File: src/rtl/vga_timing_monitor.sv
// vga_timing_monitor: receive-side checker for the VGA output nets.
// Measures line/frame timing, tracks lock against the expected timing and
// counts lit pixels per frame. Drives no video.
module vga_timing_monitor #(
    parameter int unsigned H_TOTAL_CLK = 3200,
    parameter int unsigned H_SYNC_CLK  = 384,
    parameter int unsigned V_TOTAL     = 525,
    parameter int unsigned V_SYNC      = 2,
    parameter int unsigned ERR_MAX     = 255
) (
    input  logic        clk,
    input  logic        reset,
    input  logic        hsync,
    input  logic        vsync,
    input  logic [2:0]  rgb,
    output logic        locked,
    output logic        no_signal,
    output logic        frame_done,
    output logic [15:0] h_period,
    output logic [15:0] h_width,
    output logic [11:0] v_lines,
    output logic [11:0] v_width,
    output logic [21:0] lit_count,
    output logic [7:0]  err_count
);

    localparam logic [15:0] H_TOT   = 16'(H_TOTAL_CLK);
    localparam logic [15:0] H_SYN   = 16'(H_SYNC_CLK);
    localparam logic [15:0] TIMEOUT = 16'(2 * H_TOTAL_CLK);
    localparam logic [11:0] V_TOT   = 12'(V_TOTAL);
    localparam logic [11:0] V_SYN   = 12'(V_SYNC);
    localparam logic [7:0]  E_MAX   = 8'(ERR_MAX);

    typedef enum logic [1:0] {
        SEARCH  = 2'd0,
        ACQUIRE = 2'd1,
        LOCKED  = 2'd2
    } state_t;

    state_t      state, state_nxt;
    logic        err_inc, frame_done_nxt;

    logic        hs_s1, hs_s2, hs_d;
    logic        vs_s1, vs_s2, vs_d;
    logic [2:0]  rgb_s1, rgb_s2;
    logic        hs_fall, hs_rise, vs_fall, vs_rise;

    logic [15:0] hcnt, hw;
    logic        h_seen;
    logic        period_bad, width_bad, timeout;

    logic [11:0] lcnt, vwcnt;
    logic [21:0] lit;
    logic        line_bad, frame_ok;

    // Two-flop synchronisers plus one delay stage used for edge detection
    always_ff @(posedge clk) begin
        if (!reset) begin
            hs_s1  <= 1'b1;
            hs_s2  <= 1'b1;
            hs_d   <= 1'b1;
            vs_s1  <= 1'b1;
            vs_s2  <= 1'b1;
            vs_d   <= 1'b1;
            rgb_s1 <= '0;
            rgb_s2 <= '0;
        end else begin
            hs_s1  <= hsync;
            hs_s2  <= hs_s1;
            hs_d   <= hs_s2;
            vs_s1  <= vsync;
            vs_s2  <= vs_s1;
            vs_d   <= vs_s2;
            rgb_s1 <= rgb;
            rgb_s2 <= rgb_s1;
        end
    end

    assign hs_fall = hs_d & ~hs_s2;
    assign hs_rise = ~hs_d & hs_s2;
    assign vs_fall = vs_d & ~vs_s2;
    assign vs_rise = ~vs_d & vs_s2;

    // A period latch is only meaningful once a previous hsync fall exists
    assign period_bad = hs_fall && h_seen && (hcnt != H_TOT);
    assign width_bad  = hs_rise && (hw != H_SYN);
    assign timeout    = (hcnt >= TIMEOUT) && !hs_fall;

    // Line timing: period between hsync falls, hsync low width, loss of signal
    always_ff @(posedge clk) begin
        if (!reset) begin
            hcnt      <= '0;
            hw        <= '0;
            h_seen    <= 1'b0;
            h_period  <= '0;
            h_width   <= '0;
            no_signal <= 1'b0;
        end else begin
            if (hs_fall) begin
                hcnt      <= 16'd1;
                h_seen    <= 1'b1;
                no_signal <= 1'b0;
                if (h_seen) begin
                    h_period <= hcnt;
                end
            end else begin
                if (hcnt != '1) begin
                    hcnt <= hcnt + 16'd1;
                end
                if (timeout) begin
                    no_signal <= 1'b1;
                end
            end

            if (hs_fall) begin
                hw <= 16'd1;
            end else if (!hs_s2 && (hw != '1)) begin
                hw <= hw + 16'd1;
            end

            if (hs_rise) begin
                h_width <= hw;
            end
        end
    end

    // A line event coincident with the vsync fall still belongs to the old frame
    assign frame_ok = !(line_bad || period_bad || width_bad) &&
                      (lcnt == V_TOT) && (v_width == V_SYN);

    // Frame measurements: line count, vsync width in lines, lit pixels, line errors
    always_ff @(posedge clk) begin
        if (!reset) begin
            lcnt      <= '0;
            vwcnt     <= '0;
            lit       <= '0;
            line_bad  <= 1'b0;
            v_lines   <= '0;
            v_width   <= '0;
            lit_count <= '0;
        end else begin
            if (vs_fall) begin
                v_lines <= lcnt;
                lcnt    <= hs_fall ? 12'd1 : 12'd0;
            end else if (hs_fall && (lcnt != '1)) begin
                lcnt <= lcnt + 12'd1;
            end

            if (vs_rise) begin
                v_width <= vwcnt;
                vwcnt   <= '0;
            end else if (hs_fall && !vs_s2 && (vwcnt != '1)) begin
                vwcnt <= vwcnt + 12'd1;
            end

            if (vs_fall) begin
                lit_count <= lit;
                lit       <= '0;
            end else if ((rgb_s2 != '0) && hs_s2 && vs_s2 && (lit != '1)) begin
                lit <= lit + 22'd1;
            end

            if (vs_fall) begin
                line_bad <= 1'b0;
            end else if (period_bad || width_bad) begin
                line_bad <= 1'b1;
            end
        end
    end

    // Lock state register
    always_ff @(posedge clk) begin
        if (!reset) begin
            state <= SEARCH;
        end else begin
            state <= state_nxt;
        end
    end

    // Lock next-state: frame check at each vsync fall, timeout overrides all
    always_comb begin
        state_nxt      = state;
        err_inc        = 1'b0;
        frame_done_nxt = 1'b0;
        if (timeout) begin
            state_nxt = SEARCH;
        end else if (vs_fall) begin
            case (state)
                SEARCH: state_nxt = ACQUIRE;
                ACQUIRE, LOCKED: begin
                    frame_done_nxt = 1'b1;
                    if (frame_ok) begin
                        state_nxt = LOCKED;
                    end else begin
                        state_nxt = ACQUIRE;
                        err_inc   = 1'b1;
                    end
                end
                default: state_nxt = SEARCH;
            endcase
        end
    end

    // Registered frame pulse and saturating error counter
    always_ff @(posedge clk) begin
        if (!reset) begin
            frame_done <= 1'b0;
            err_count  <= '0;
        end else begin
            frame_done <= frame_done_nxt;
            if (err_inc && (err_count != E_MAX)) begin
                err_count <= err_count + 8'd1;
            end
        end
    end

    assign locked = (state == LOCKED);

endmodule

File: config.mk
export PLATFORM = sky130hd
export DESIGN_NAME = vga_timing_monitor
export DESIGN_NICKNAME = d
export VERILOG_FILES = /design/src/rtl/vga_timing_monitor.sv
export SDC_FILE = /design/constraint.sdc
export NUM_CORES = 1
export LEC_CHECK = 0
export BUFFER_PORTS_ARGS = -buffer_cell sky130_fd_sc_hd__buf_4
export CORE_UTILIZATION = 60
export CTS_BUF_LIST = sky130_fd_sc_hd__clkbuf_2
export DETAILED_ROUTE_END_ITERATION = 10
export PLACE_DENSITY_LB_ADDON = 0.1
export SLEW_MARGIN = 30
export SYNTH_ARGS = -nofsm -noshare
export SYNTH_HDL_FRONTEND = slang
export SYNTH_SLANG_ARGS = --single-unit
File: constraint.sdc
create_clock -name clk -period 3 [get_ports clk]
set_input_delay 0.3 -clock clk [delete_from_list [all_inputs] [get_ports clk]]
set_output_delay 0.3 -clock clk [all_outputs]
set_load 0.01 [all_outputs]
**Word-level counts from Yosys, hierarchy flattened**

Cells that the tools add are included.

- Shifts and indexed selects: 0
- Mux-type cells: 14
- Divide/modulo/power cells: 0
- Equality and inequality tests: 12
- $add $sub $neg: 6
- Reductions and logical operators: 33
- Bitwise operators: 10
- Order comparisons: 1
- Multiply operators: 0

Operators with widths:

| kind | number |
|---|---|
| 16-bit by 1-bit adder with 16-bit output, second input constant | 2 |
| 16-bit inequality test, second input constant | 2 |
| 12-bit by 1-bit adder with 12-bit output, second input constant | 2 |
| 12-bit two-way mux | 2 |
| 12-bit inequality test, second input constant | 2 |
| 22-bit by 1-bit adder with 22-bit output, second input constant | 1 |
| 22-bit inequality test, second input constant | 1 |
| 16-bit by 13-bit greater-or-equal comparator with 1-bit output, second input constant | 1 |
| 16-bit by 12-bit inequality test with 1-bit output, second input constant | 1 |
| 16-bit by 9-bit inequality test with 1-bit output, second input constant | 1 |
| 1-bit logical AND | 14 |
| 12-bit by 10-bit equality test with 1-bit output, second input constant | 1 |
| 12-bit by 2-bit equality test with 1-bit output, second input constant | 1 |
| 1-bit two-way mux | 10 |
| 2-bit OR reduction | 5 |
| 8-bit by 1-bit adder with 8-bit output, second input constant | 1 |
| 8-bit inequality test, second input constant | 1 |
| 1-bit inverter | 6 |
| 2-bit nonzero test | 3 |
| 1-bit AND | 4 |
| 1-bit zero test | 4 |
| 2-bit one-hot mux with 2 select lines | 1 |
| 1-bit logical OR | 3 |
| 3-bit nonzero test | 1 |
| other kinds (6) | 6 |

- Bits in read-only memories: 0
- Bits in writable memories: 0
- Output and inout bits: 89
- Memories kept: 0
- Latch bits: 0
- Logic and storage cells: 102
- Input port bits: 7
- Register bits after elaboration: 182

**Depth between registers and ports, before layout**

Gate-level depths: netlist of the first run.

- Word-level depth: 14
- Mapped depth: 9
- Depth with buffers taken out: 8

**Worst setup path after synthesis of the first run**

Ideal clock, no wire load.

- Path type: flip-flop to flip-flop
- Start point: register lcnt[0]
- End point: register lcnt[9]
- Arrival time: 2078 ps
- Slack: 852 ps
- Stages on the path, launching flop included: 9
- Cells stage by stage: dfxtp_1 -> ha_1 -> and4_1 -> a41oi_4 -> nor2_1 -> or3_1 -> clkbuf_1 -> or3_1 -> a21oi_1

- Cells in the longest elaborated chain, start to end: 3
- Elaborated cells on any way between the ends: 6
- Classes of those cells: add/sub: 1; eq/ne: 1; mux: 2; reduce/logical: 2

RTL lines:

| element | RTL line | source |
|---|---|---|
| from (decl) | 52 | `logic [11:0] lcnt, vwcnt;` |
| from (signal assigned) | 144 | `lcnt <= hs_fall ? 12'd1 : 12'd0;` |
| from (signal assigned) | 146 | `lcnt <= lcnt + 12'd1;` |
| 12-bit by 1-bit adder with 12-bit output / 12-bit inequality test (equally long branches) | 146, 145 |  |
| 12-bit two-way mux / 1-bit logical AND (equally long branches) | 145 | `end else if (hs_fall && (lcnt != '1)) begin` |
| 12-bit two-way mux / 2-bit nonzero test (equally long branches) | -- |  |

Parallel ways exist; a longest one is shown, timed or not. The select of a mux whose other input is x is not followed.
A chain may end at the register's enable or synchronous reset.

**Worst setup path in the final report of the first run**

- Start point: register lcnt[0]
- End point: register lcnt[7]

The elaborated chain is that of the path after synthesis.

==> results of run 1 <==
## sequential cells by signal, indices dropped and copies added, names as in the netlist, 3 cells and up
register   cells
rgb_s1         3
v_width       12
vwcnt         12
h_width       16
rgb_s2         3
v_lines       12
lit_count     22
lcnt          12
hw            16
h_period      16
lit           22
err_count      8
hcnt          16
## layout make-up
type | count | area, um2 | share of cell area
Timing Repair Buffer | 116 | 898 | 0.107
Inverter | 18 | 67.6 | 0.00802
Tap cell | 143 | 179 | 0.0212
Multi-Input combinational cell | 601 | 3470 | 0.411
Sequential cell | 182 | 3640 | 0.432
Clock inverter | 8 | 60.1 | 0.00713
Clock buffer | 22 | 110 | 0.0131
## synth_stat cells (2+ instances only)
cell	number
a211oi_1	2
a21oi_1	67
a22o_1	34
a31oi_1	4
a41oi_1	3
and2_1	10
and3_1	9
and4_1	8
buf_2	2
buf_6	2
clkbuf_1	32
dfxtp_1	182
ha_1	12
inv_1	17
mux2i_1	9
nand2_1	149
nand2b_1	12
nand3_1	25
nand4_1	20
nor2_1	89
nor2b_1	3
nor3_1	17
nor3b_1	2
nor4_1	10
nor4b_1	5
o211ai_1	2
o21ai_0	16
o21ai_1	2
o311ai_0	2
o31ai_1	3
or3_1	15
or4_1	4
xnor2_1	23
xor2_1	28
## stage by stage
stage / instance area (um2) / cells / utilization / setup WS [ps]
after floorplan: 7330 / 837 / - / 852
after detailed placement: 8150 / 1049 / 0.698 / 680
after CTS: 8430 / 1090 / 0.722 / 657
after global routing: 8430 / 1090 / 0.722 / 502
after global placement: 8150 / 1049 / 0.698 / 809
final: 8430 / 1090 / 0.722 / 630
## layer usage
layer / vias to the layer above / part of all wire
met5: - / 0
met4: 0 / 0.020
met3: 33 / 0.049
met2: 175 / 0.48
met1: 2928 / 0.45
li1: 3106 / -
## cells by family (layout without fill, tap and decap cells)
group / after synthesis / count (layout) / share of synthesized area
simple gates: 387 / 387 / 0.252
flops: 182 / 182 / 0.497
compound gates: 142 / 142 / 0.127
buf+inv: 54 / 164 / 0.0301
xor+xnor: 51 / 51 / 0.0610
fa+ha+maj: 12 / 12 / 0.0205
mux: 9 / 9 / 0.0123
## path summary, 6_finish.rpt
| kind | to | slack (ps) | cells after the start |
|---|---|---|---|
| worst max-delay path | lcnt[7] | 630 | 7 |
| worst min-delay path | hs_s2 | 450 | 3 |
| worst max register to register | lcnt[7] | 630 | 7 |
| worst min register to register | vs_s2 | 450 | 1 |
## power groups by stage
stage               clock network (uW)  logic (uW)  registers, uW
CTS                               1060         142           2460
detailed placement                   0         131           2510
global placement                     0         125           2500
finish                            1050         143           2460
floorplan                            0        93.3           2500
global route                      1160         159           2460
## critical path, delay by kind of cell (launching register included)
kind                     cells  cell delay, ps
AND/OR/NAND/NOR              4            1170
AO/OA/AOI/OAI                2             500
flip-flops                   1             410
adder cells (fa/ha/maj)      1             250
==> metrics.md, run 1 <==
| Metric | Value |
|---|---|
| Yosys top cell area share | `0.497` |
| Crit path cell chain | `ha_1, and4_1, a41oi_4, nor2_1, or3_1, or3_1, a21oi_1` |
| Setup TNS | `0 ps` |
| Final hold violations | `0` |
| Type of origin of the critical path | `register` |
| Final slew viol count | `0` |
| Post-synthesis sequential area ratio | `0.497` |
| Critical Path Max Stage Delay | `430 ps` |
| Post-DP HPWL | `11,100 um` |
| IO Port Bufs | `95` |
| Arrival @ worst endpoint | `3060 ps` |
| Vias per cell | `5.73` |
| Ys Warns | `0` |
| First-pass GRT wire length | `26,500 um` |
| Antenna Cells | `0` |
| Worst Hold Class | `in2reg` |
| Commonest non-fill, non-tap cells in the layout | `182 x dfxtp_1, 149 x nand2_1, 105 x buf_4` |
| Hold_buf cts | `11` |
| Postcts setup bufs | `0` |
| RSZ-0062 raised after global routing | `false` |
| Part of the cycle the worst path needs | `0.790` |
| Post-CTS resize count | `0` |
| Leakage | `0.00318 uW` |
| GP Congestion | `0.845` |
| Worst Max-Slew Pin Slew | `824 ps` |
| Syn nets | `856` |
| Worst-path clk slew | `210 ps` |
| Fin Hold WS | `450 ps` |
| Fin Clk Skew | `26.1 ps` |
| Gr usage total | `0.260` |
| Die area | `12,700 um2` |
| Post-synth cell types | `51` |
| Vias post-DR | `6,242` |
| Total grt overflow | `0` |
| Largest net degree at the start of global routing | `51` |
| CTS H-tree lvls | `4` |
| Clock sink count | `182` |
| Slew Limit Headroom | `0.446` |
| Syn avg cell area | `8.75 um2` |
| CP Class | `reg2reg` |
| Critical path capture point type | `register` |
| Num CTS Buffers | `17` |
| I/O pins | `96` |
| Comb pwr share | `0.039` |
| Slowest-stage cell, CP | `or3_1` |
| Clock power frac | `0.287` |
| Tmin final | `2370 ps` |
| Max VDD drop | `327 uV` |
| Worst-Skew Late Latency | `750 ps` |
| Sequential power share | `0.674` |
| Die Width | `112 um` |
| GRT Max-Usage Layer | `met2` |
| #FFs+latches synth | `182` |
| Post-DR wirelength/cell | `14.8 um` |
| Initial antenna violation count | `0` |
| Worst-path fanout max | `7` |
| CTS tree | `yes` |
| Sw frac | `0.238` |
| Reg-to-reg startpoint | `lcnt[0]` |
| Final wirelength | `16,100 um` |
| FFs w/ async S/R, synth | `0` |
| Synth Cell Area | `7330 um2` |
| DR pass1 iterations | `5` |
| Max-cap violations | `0` |
| Crit path required time | `3690 ps` |
| Met2 usage | `0.436` |
| Area delta synth->final | `15.0%` |
| Total power | `3650 uW` |
| Net switching power | `867 uW` |
| # rows | `39` |
| Number of flops mapped to enable cells by yosys | `0` |
| Cell repeated most along the worst path | `or3_1` |
| Post-route ant nets | `0` |
| Ranking of synthesized cells by area | `dfxtp_1 50%, nand2_1 7.6%, a21oi_1 4.6%, nor2_1 4.6%, a22o_1 4.1%` |
| Die Span Y | `112 um` |
| Setup-failing EPs final | `0` |
| Final nets | `955` |
| Hold_sp | `reset` |
| Fmax achieved | `0.422 GHz` |
| Initial Utilization | `0.628` |
| Layout cells sized above 1 | `0.149` |
| Prevailing post-synth register cell | `dfxtp_1` |
| Number of global-route vias before repair | `5,669` |
| Run status | `finished clean` |
| Cell taking the most area after synthesis | `dfxtp_1` |
| Pwr dens | `433 nW/um2` |
| Clock root buffer | `clkbuf_2` |
| Worst setup startpoint | `lcnt[0]` |
| Int Pwr | `2780 uW` |
| Initial DRC Count | `342` |
| Met3 Use GR | `0.0567` |
| Core area | `11,700 um2` |
| Max Buffers Root-to-Sink | `2` |
| Commonest non-fill, non-tap cell in the layout | `dfxtp_1` |
| Global Route met1 Usage | `0.326` |
| Synthesized instance count | `837` |
| DRC viols | `0` |
| # fillers | `903` |
Power figures use the tool's default switching activity.
==> run 2: changes to the inputs <==
Settings changed: CORE_UTILIZATION 60 to 54.
Clock period 3 ns to 1.91 ns, I/O delays scaled along.
==> run 2 against run 1 <==
  * The run now ends with setup timing left
  * Core utilization down 0.080 points
  * Cell count up 13%
  * Sequential share of layout area down 4.7 points
  * Clock power up 71%
  * Wire length up 11%
  * Via count up 7.0%
  * Critical path depth down 1
  * Power up 63%
  * Clock skew down 2.3 ps
  * Combinational power up 99%
  * First-iteration DRC count up 40%
  * Critical endpoint is now err_count[7]
  * Highest routed layer unchanged
==> metrics.md, run 2 (synthesis results as in run 1) <==
| Metric | Value |
|---|---|
| Run status | `finished with violations (was finished clean)` |
| Failing checks | `setup timing` |
| Setup-failing EPs final | `10 (was 0)` |
| Layout cells sized above 1 | `0.286 (was 0.149)` |
| Worst Hold Class | `in2reg (unchanged)` |
| I/O pins | `96 (unchanged)` |
| Post-DR wirelength/cell | `14.5 um (was 14.8 um)` |
| Comb pwr share | `0.048 (was 0.039)` |
| Hold_sp | `reset (unchanged)` |
| Commonest non-fill, non-tap cell in the layout | `buf_4 (was dfxtp_1)` |
| Arrival @ worst endpoint | `2620 ps (was 3060 ps)` |
| Fin Hold WS | `335 ps (was 450 ps)` |
| Number of global-route vias before repair | `6,457 (was 5,669)` |
| Total power | `5940 uW (was 3650 uW)` |
| Max Buffers Root-to-Sink | `2 (unchanged)` |
| Placed cell areas | `8870 um2 (was 8150 um2)` |
| Total grt overflow | `0 (unchanged)` |
| Slew Limit Headroom | `0.635 (was 0.446)` |
| Int Pwr | `4520 uW (was 2780 uW)` |
| Max-cap violations | `0 (unchanged)` |
| Fin Clk Skew | `23.8 ps (was 26.1 ps)` |
| Sequential power share | `0.648 (was 0.674)` |
| Final wirelength | `17,800 um (was 16,100 um)` |
| CP Class | `reg2reg (unchanged)` |
| Tmin final | `1980 ps (was 2370 ps)` |
| Sequential cell area | `3680 um2 (was 3640 um2)` |
| CTS tree | `yes (unchanged)` |
| Type of origin of the critical path | `register (unchanged)` |
| Setup TNS | `-451 ps (was 0 ps)` |
| Core area | `13,200 um2 (was 11,700 um2)` |
| Initial antenna violation count | `0 (unchanged)` |
| Initial DRC Count | `478 (was 342)` |
| # rows | `42 (was 39)` |
| Final hold violations | `0 (unchanged)` |
| Net switching power | `1420 uW (was 867 uW)` |
| Clock root buffer | `clkbuf_2 (unchanged)` |
| RSZ-0062 raised after global routing | `true (was false)` |
| Die Span Y | `118 um (was 112 um)` |
| Post-DP HPWL | `12,500 um (was 11,100 um)` |
| Critical path capture point type | `register (unchanged)` |
| Worst-case reg-to-reg path depth | `6 (was 7)` |
| Crit path required time | `2550 ps (was 3690 ps)` |
| Num CTS Buffers | `17 (unchanged)` |
| Largest regs | `lit (22), lit_count (22) (unchanged)` |
| DR pass1 iterations | `5 (unchanged)` |
| Final slew viol count | `0 (unchanged)` |
| Worst-path fanout max | `6 (was 7)` |
| Commonest non-fill, non-tap cells in the layout | `206 x buf_4, 160 x dfxtp_1, 149 x nand2_1 (was 182 x dfxtp_1, 149 x nand2_1, 105 x buf_4)` |
| Die area | `14,000 um2 (was 12,700 um2)` |
| Multi-input logic area | `3710 um2 (was 3470 um2)` |
| # fillers | `1,035 (was 903)` |
| Worst R2R Setup Slack | `-70 ps (was 630 ps)` |
| Max VDD drop | `374 uV (was 327 uV)` |
| Hold Crit Depth | `3 (unchanged)` |
| FF-to-FF End | `err_count[7] (was lcnt[7])` |
| Largest net degree at the start of global routing | `51 (unchanged)` |
| Antenna Cells | `0 (unchanged)` |
| Vias post-DR | `6,678 (was 6,242)` |
| Clock sink count | `182 (unchanged)` |
| Final Cell Area | `9560 um2 (was 8430 um2)` |
| CTS H-tree lvls | `4 (unchanged)` |
| IO Port Bufs | `95 (unchanged)` |
| GP Congestion | `0.863 (was 0.845)` |
| Final nets | `1,058 (was 955)` |
| Gr usage total | `0.259 (was 0.260)` |
| Worst-Skew Late Latency | `750 ps (about the same)` |
| First-pass GRT wire length | `29,400 um (was 26,500 um)` |
| Part of the cycle the worst path needs | `1.04 (was 0.790)` |
| Worst-path clk slew | `230 ps (was 210 ps)` |
| Post-route ant nets | `0 (unchanged)` |
| Area delta synth->final | `30.5% (was 15.0%)` |
| Clock power frac | `0.304 (was 0.287)` |
| Worst setup margin | `-69.3 ps (was 630 ps)` |
| Pwr dens | `621 nW/um2 (was 433 nW/um2)` |
| Leakage | `0.00375 uW (was 0.00318 uW)` |
| DRC viols | `0 (unchanged)` |
| Fmax achieved | `0.505 GHz (was 0.422 GHz)` |
| Initial Utilization | `0.553 (was 0.628)` |
| Worst Max-Slew Pin Slew | `546 ps (was 824 ps)` |
| Die Width | `118 um (was 112 um)` |
| Reg-to-reg startpoint | `hw[6] (was lcnt[0])` |
| Vias per cell | `5.44 (was 5.73)` |
| WHS Endpoint | `vs_s2 (was hs_s2)` |
| Sw frac | `0.238 (about the same)` |
==> run 2: power groups by stage <==
stage          registers (uW)  logic, uW  clock network [uW]
6_report                 3850        285                1800
5_1_grt                  3860        314                2020
3_5_place_dp             3930        247                   0
2_1_floorplan            3930        147                   0
3_3_place_gp             3920        237                   0
4_1_cts                  3850        273                1850
==> run 2: routing by layer <==
metal,track usage,wire (um),share of wire
met1,0.305,7590,0.43
met2,0.463,9070,0.51
met3,0.0483,859,0.048
met4,0.103,322,0.018
met5,0,0,0
==> run 2: worst max-delay path by stage <==
stage	startpoint	end	slack, ps	cells after the start
after detailed placement	lcnt[10]	err_count[3]	-250	5
after global placement	lcnt[10]	err_count[7]	-210	5
after CTS	hw[3]	err_count[0]	-110	6
after floorplan	lcnt[0]	lcnt[9]	-10	8
after global routing	hw[6]	err_count[0]	-160	6
final	hw[6]	err_count[7]	-70	6
==> run 2: worst max-delay path, cell delays in order, from the launching register on <==
cell	delay [ps]
dfxtp_1	360
or4_4	540
nor4_4	160
a41oi_2	170
and4bb_4	440
nor4_1	80
mux2i_1	120
==> run 2: cell type report <==
type,count,share of cell area
inverters,18,0.00707
flip-flops and latches,182,0.385
well taps,176,0.0230
multi-input cells,602,0.388
repair buffers,218,0.175
clock inverters,12,0.0118
clock buffers,19,0.00995
==> run 2: repair_timing <==
action	CTS	global route
buffers inserted	3	10
resized for setup	17	52
endpoints found under the setup margin	19	51
gates cloned	1	0
pin swaps	5	22
hold buffers	11	0
endpoints found under the hold margin	27	0
==> run 2: metrics by stage <==
step | setup WS (ps) | instances | util
2_1_floorplan | -13.8 | 837 | -
3_3_place_gp | -213 | 1171 | 0.670
3_5_place_dp | -249 | 1171 | 0.670
4_1_cts | -114 | 1217 | 0.703
5_1_grt | -158 | 1227 | 0.722
6_report | -69.3 | 1227 | 0.722
==> run 3: changes to the inputs <==
Settings changed: PLACE_DENSITY_LB_ADDON 0.1 to 0.25.
==> run 3 against run 2 <==
  * The flow still finishes with violations (setup timing)
  * Wire length decreased by 2.8%
  * Worst hold slack worse by 3.4 ps
  * Die area stayed put
  * Cell count is 0.24% higher
  * Clock power is 3% lower
  * Clock skew rose by 4.3 ps
  * Critical path type unchanged
  * Largest cell class unchanged
  * Highest routed layer unchanged
==> metrics.md, run 3 (synthesis results as in run 1) <==
| Metric | Value |
|---|---|
| Run status | `finished with violations (unchanged)` |
| Failing checks | `setup timing (unchanged)` |
| Worst setup margin | `-104 ps (was -69.3 ps)` |
| Core area | `13,200 um2 (unchanged)` |
| Post-route ant nets | `0 (unchanged)` |
| CP Class | `reg2reg (unchanged)` |
| CTS tree | `yes (unchanged)` |
| I/O pins | `96 (unchanged)` |
| Clock sink count | `182 (unchanged)` |
| Fmax achieved | `0.496 GHz (was 0.505 GHz)` |
| Hold Crit Depth | `3 (unchanged)` |
| Gr usage total | `0.242 (was 0.259)` |
| Reg-to-reg startpoint | `hw[3] (was hw[6])` |
| Setup-failing EPs final | `13 (was 10)` |
| Initial Utilization | `0.553 (unchanged)` |
| Fin cells | `1,230 (was 1,227)` |
| Hold_sp | `reset (unchanged)` |
| Slew Limit Headroom | `0.614 (was 0.635)` |
| Commonest non-fill, non-tap cells in the layout | `206 x buf_4, 164 x dfxtp_1, 149 x nand2_1 (was 206 x buf_4, 160 x dfxtp_1, 149 x nand2_1)` |
| Tmin final | `2010 ps (was 1980 ps)` |
| WHS Endpoint | `hs_d (was vs_s2)` |
| Worst-Skew Late Latency | `750 ps (about the same)` |
| Setup TNS | `-821 ps (was -451 ps)` |
| Max Buffers Root-to-Sink | `2 (unchanged)` |
| Post-DR wirelength/cell | `14.1 um (was 14.5 um)` |
| Max-cap violations | `0 (unchanged)` |
| Critical Path Max Stage Delay | `540 ps (about the same)` |
| Largest net degree at the start of global routing | `51 (unchanged)` |
| DR pass1 iterations | `5 (unchanged)` |
| # rows | `42 (unchanged)` |
| RSZ-0062 raised after global routing | `true (unchanged)` |
| Critical path capture point type | `register (unchanged)` |
| Final wirelength | `17,300 um (was 17,800 um)` |
| # fillers | `1,041 (was 1,035)` |
| Post-DP HPWL | `11,600 um (was 12,500 um)` |
| Vias per cell | `5.37 (was 5.44)` |
| Final hold violations | `0 (unchanged)` |
| Top delay family on crit path | `simple AND/OR/NAND/NOR gates (unchanged)` |
| Total power | `5880 uW (was 5940 uW)` |
| Clock root buffer | `clkbuf_2 (unchanged)` |
| Initial antenna violation count | `1 (was 0)` |
| Type of origin of the critical path | `register (unchanged)` |
| Area delta synth->final | `30.2% (was 30.5%)` |
| Worst Hold Class | `in2reg (unchanged)` |
| Num CTS Buffers | `17 (unchanged)` |
| Arrival @ worst endpoint | `2700 ps (was 2620 ps)` |
| Worst-path clk slew | `240 ps (was 230 ps)` |
| Largest regs | `lit (22), lit_count (22) (unchanged)` |
| DRC viols | `0 (unchanged)` |
| Final Cell Area | `9540 um2 (was 9560 um2)` |
| Slowest-stage cell, CP | `or4_4 (unchanged)` |
| Worst R2R Setup Slack | `-100 ps (was -70 ps)` |
| Worst Path Buf+Inv | `0 (unchanged)` |
| Worst Max-Slew Pin Slew | `578 ps (was 546 ps)` |
| Commonest non-fill, non-tap cell in the layout | `buf_4 (unchanged)` |
| Layout cells sized above 1 | `0.286 (about the same)` |
| Die Width | `118 um (unchanged)` |
| Worst-path fanout max | `6 (unchanged)` |
| Total placed cells including tap cells | `1,180 (was 1,171)` |
| Vias post-DR | `6,611 (was 6,678)` |
| FF-to-FF End | `err_count[2] (was err_count[7])` |
| Crit path required time | `2600 ps (was 2550 ps)` |
| Initial DRC Count | `463 (was 478)` |
| CTS H-tree lvls | `4 (unchanged)` |
| Die area | `14,000 um2 (unchanged)` |
| First-pass GRT wire length | `27,600 um (was 29,400 um)` |
| Placed cell areas | `8940 um2 (was 8870 um2)` |
| Leakage | `0.00375 uW (about the same)` |
| Fin Clk Skew | `28.1 ps (was 23.8 ps)` |
| Fin Hold WS | `331 ps (was 335 ps)` |
| IO Port Bufs | `95 (unchanged)` |
| Crit path cell chain | `or4_4, nor4_4, a41oi_2, and4bb_4, o31ai_1, a21oi_1 (was or4_4, nor4_4, a41oi_2, and4bb_4, nor4_1, mux2i_1)` |
| Worst-case reg-to-reg path depth | `6 (unchanged)` |
| Max VDD drop | `428 uV (was 374 uV)` |
| Total grt overflow | `0 (unchanged)` |
| Die Span Y | `118 um (unchanged)` |
| Pwr dens | `617 nW/um2 (was 621 nW/um2)` |
| GP Congestion | `0.869 (was 0.863)` |
| Number of global-route vias before repair | `6,067 (was 6,457)` |
| Part of the cycle the worst path needs | `1.05 (was 1.04)` |
| Final nets | `1,059 (was 1,058)` |
| Final slew viol count | `0 (unchanged)` |
run 3: cell types whose count changed in the layout (fill, tap and decap cells not counted), sizes merged:
cell	before	now
buf	207	208
bufinv	2	1
clkbuf	19	18
clkinv	10	8
clkinvlp	1	4
diode	0	1
inv	17	19
run 3: what timing repair did:
action,CTS,global route
resized for setup,16,47
hold buffers,11,0
pin swaps,7,19
buffers inserted,0,5
endpoints found under the setup margin,17,39
gates cloned,1,0
hold endpoints to repair,21,0
run 3: how the worst max path moves through the flow:
stage | cells after the start | from | end
detailed placement | 5 | lcnt[10] | err_count[3]
CTS | 6 | hw[3] | err_count[7]
finish | 6 | hw[3] | err_count[2]
floorplan | 8 | lcnt[0] | lcnt[9]
global route | 6 | hw[3] | err_count[5]
global placement | 5 | lcnt[10] | err_count[7]
run 3: routing by layer:
layer	up-vias	wire length, um	track usage
met2	157	8490	0.413
met4	0	220	0.0847
met3	19	747	0.0512
met5	-	0	0
li1	3316	-	-
met1	3119	7870	0.302
run 3: final cells by class:
class	instances	area (um2)	share of cell area
diodes	1	2.50	0.000262
clock buffers	18	90.1	0.00944
clock inverters	14	110	0.0115
inverters	18	67.6	0.00708
multi-input cells	602	3700	0.388
flip-flops and latches	182	3670	0.385
well taps	176	220	0.0231
repair buffers	219	1680	0.176
run 3: power breakdown:
group | internal (uW) | switching (uW) | leakage (uW)
clock | 458 | 1290 | 0.000119
combinational | 112 | 174 | 0.00215
sequential | 3830 | 17.3 | 0.00148
total | 4410 | 1480 | 0.00375
run 3: worst register-to-register path, cell delays in order (launching register included):
cell      delay, ps
dfxtp_2         380
or4_4           540
nor4_4          170
a41oi_2         190
and4bb_4        460
o31ai_1         100
a21oi_1         130
run 3: metrics by stage:
stage / utilization / setup slack, ps
2_1_floorplan: - / -13.8
3_3_place_gp: 0.675 / -186
3_5_place_dp: 0.675 / -270
4_1_cts: 0.705 / -118
5_1_grt: 0.721 / -150
6_report: 0.721 / -104
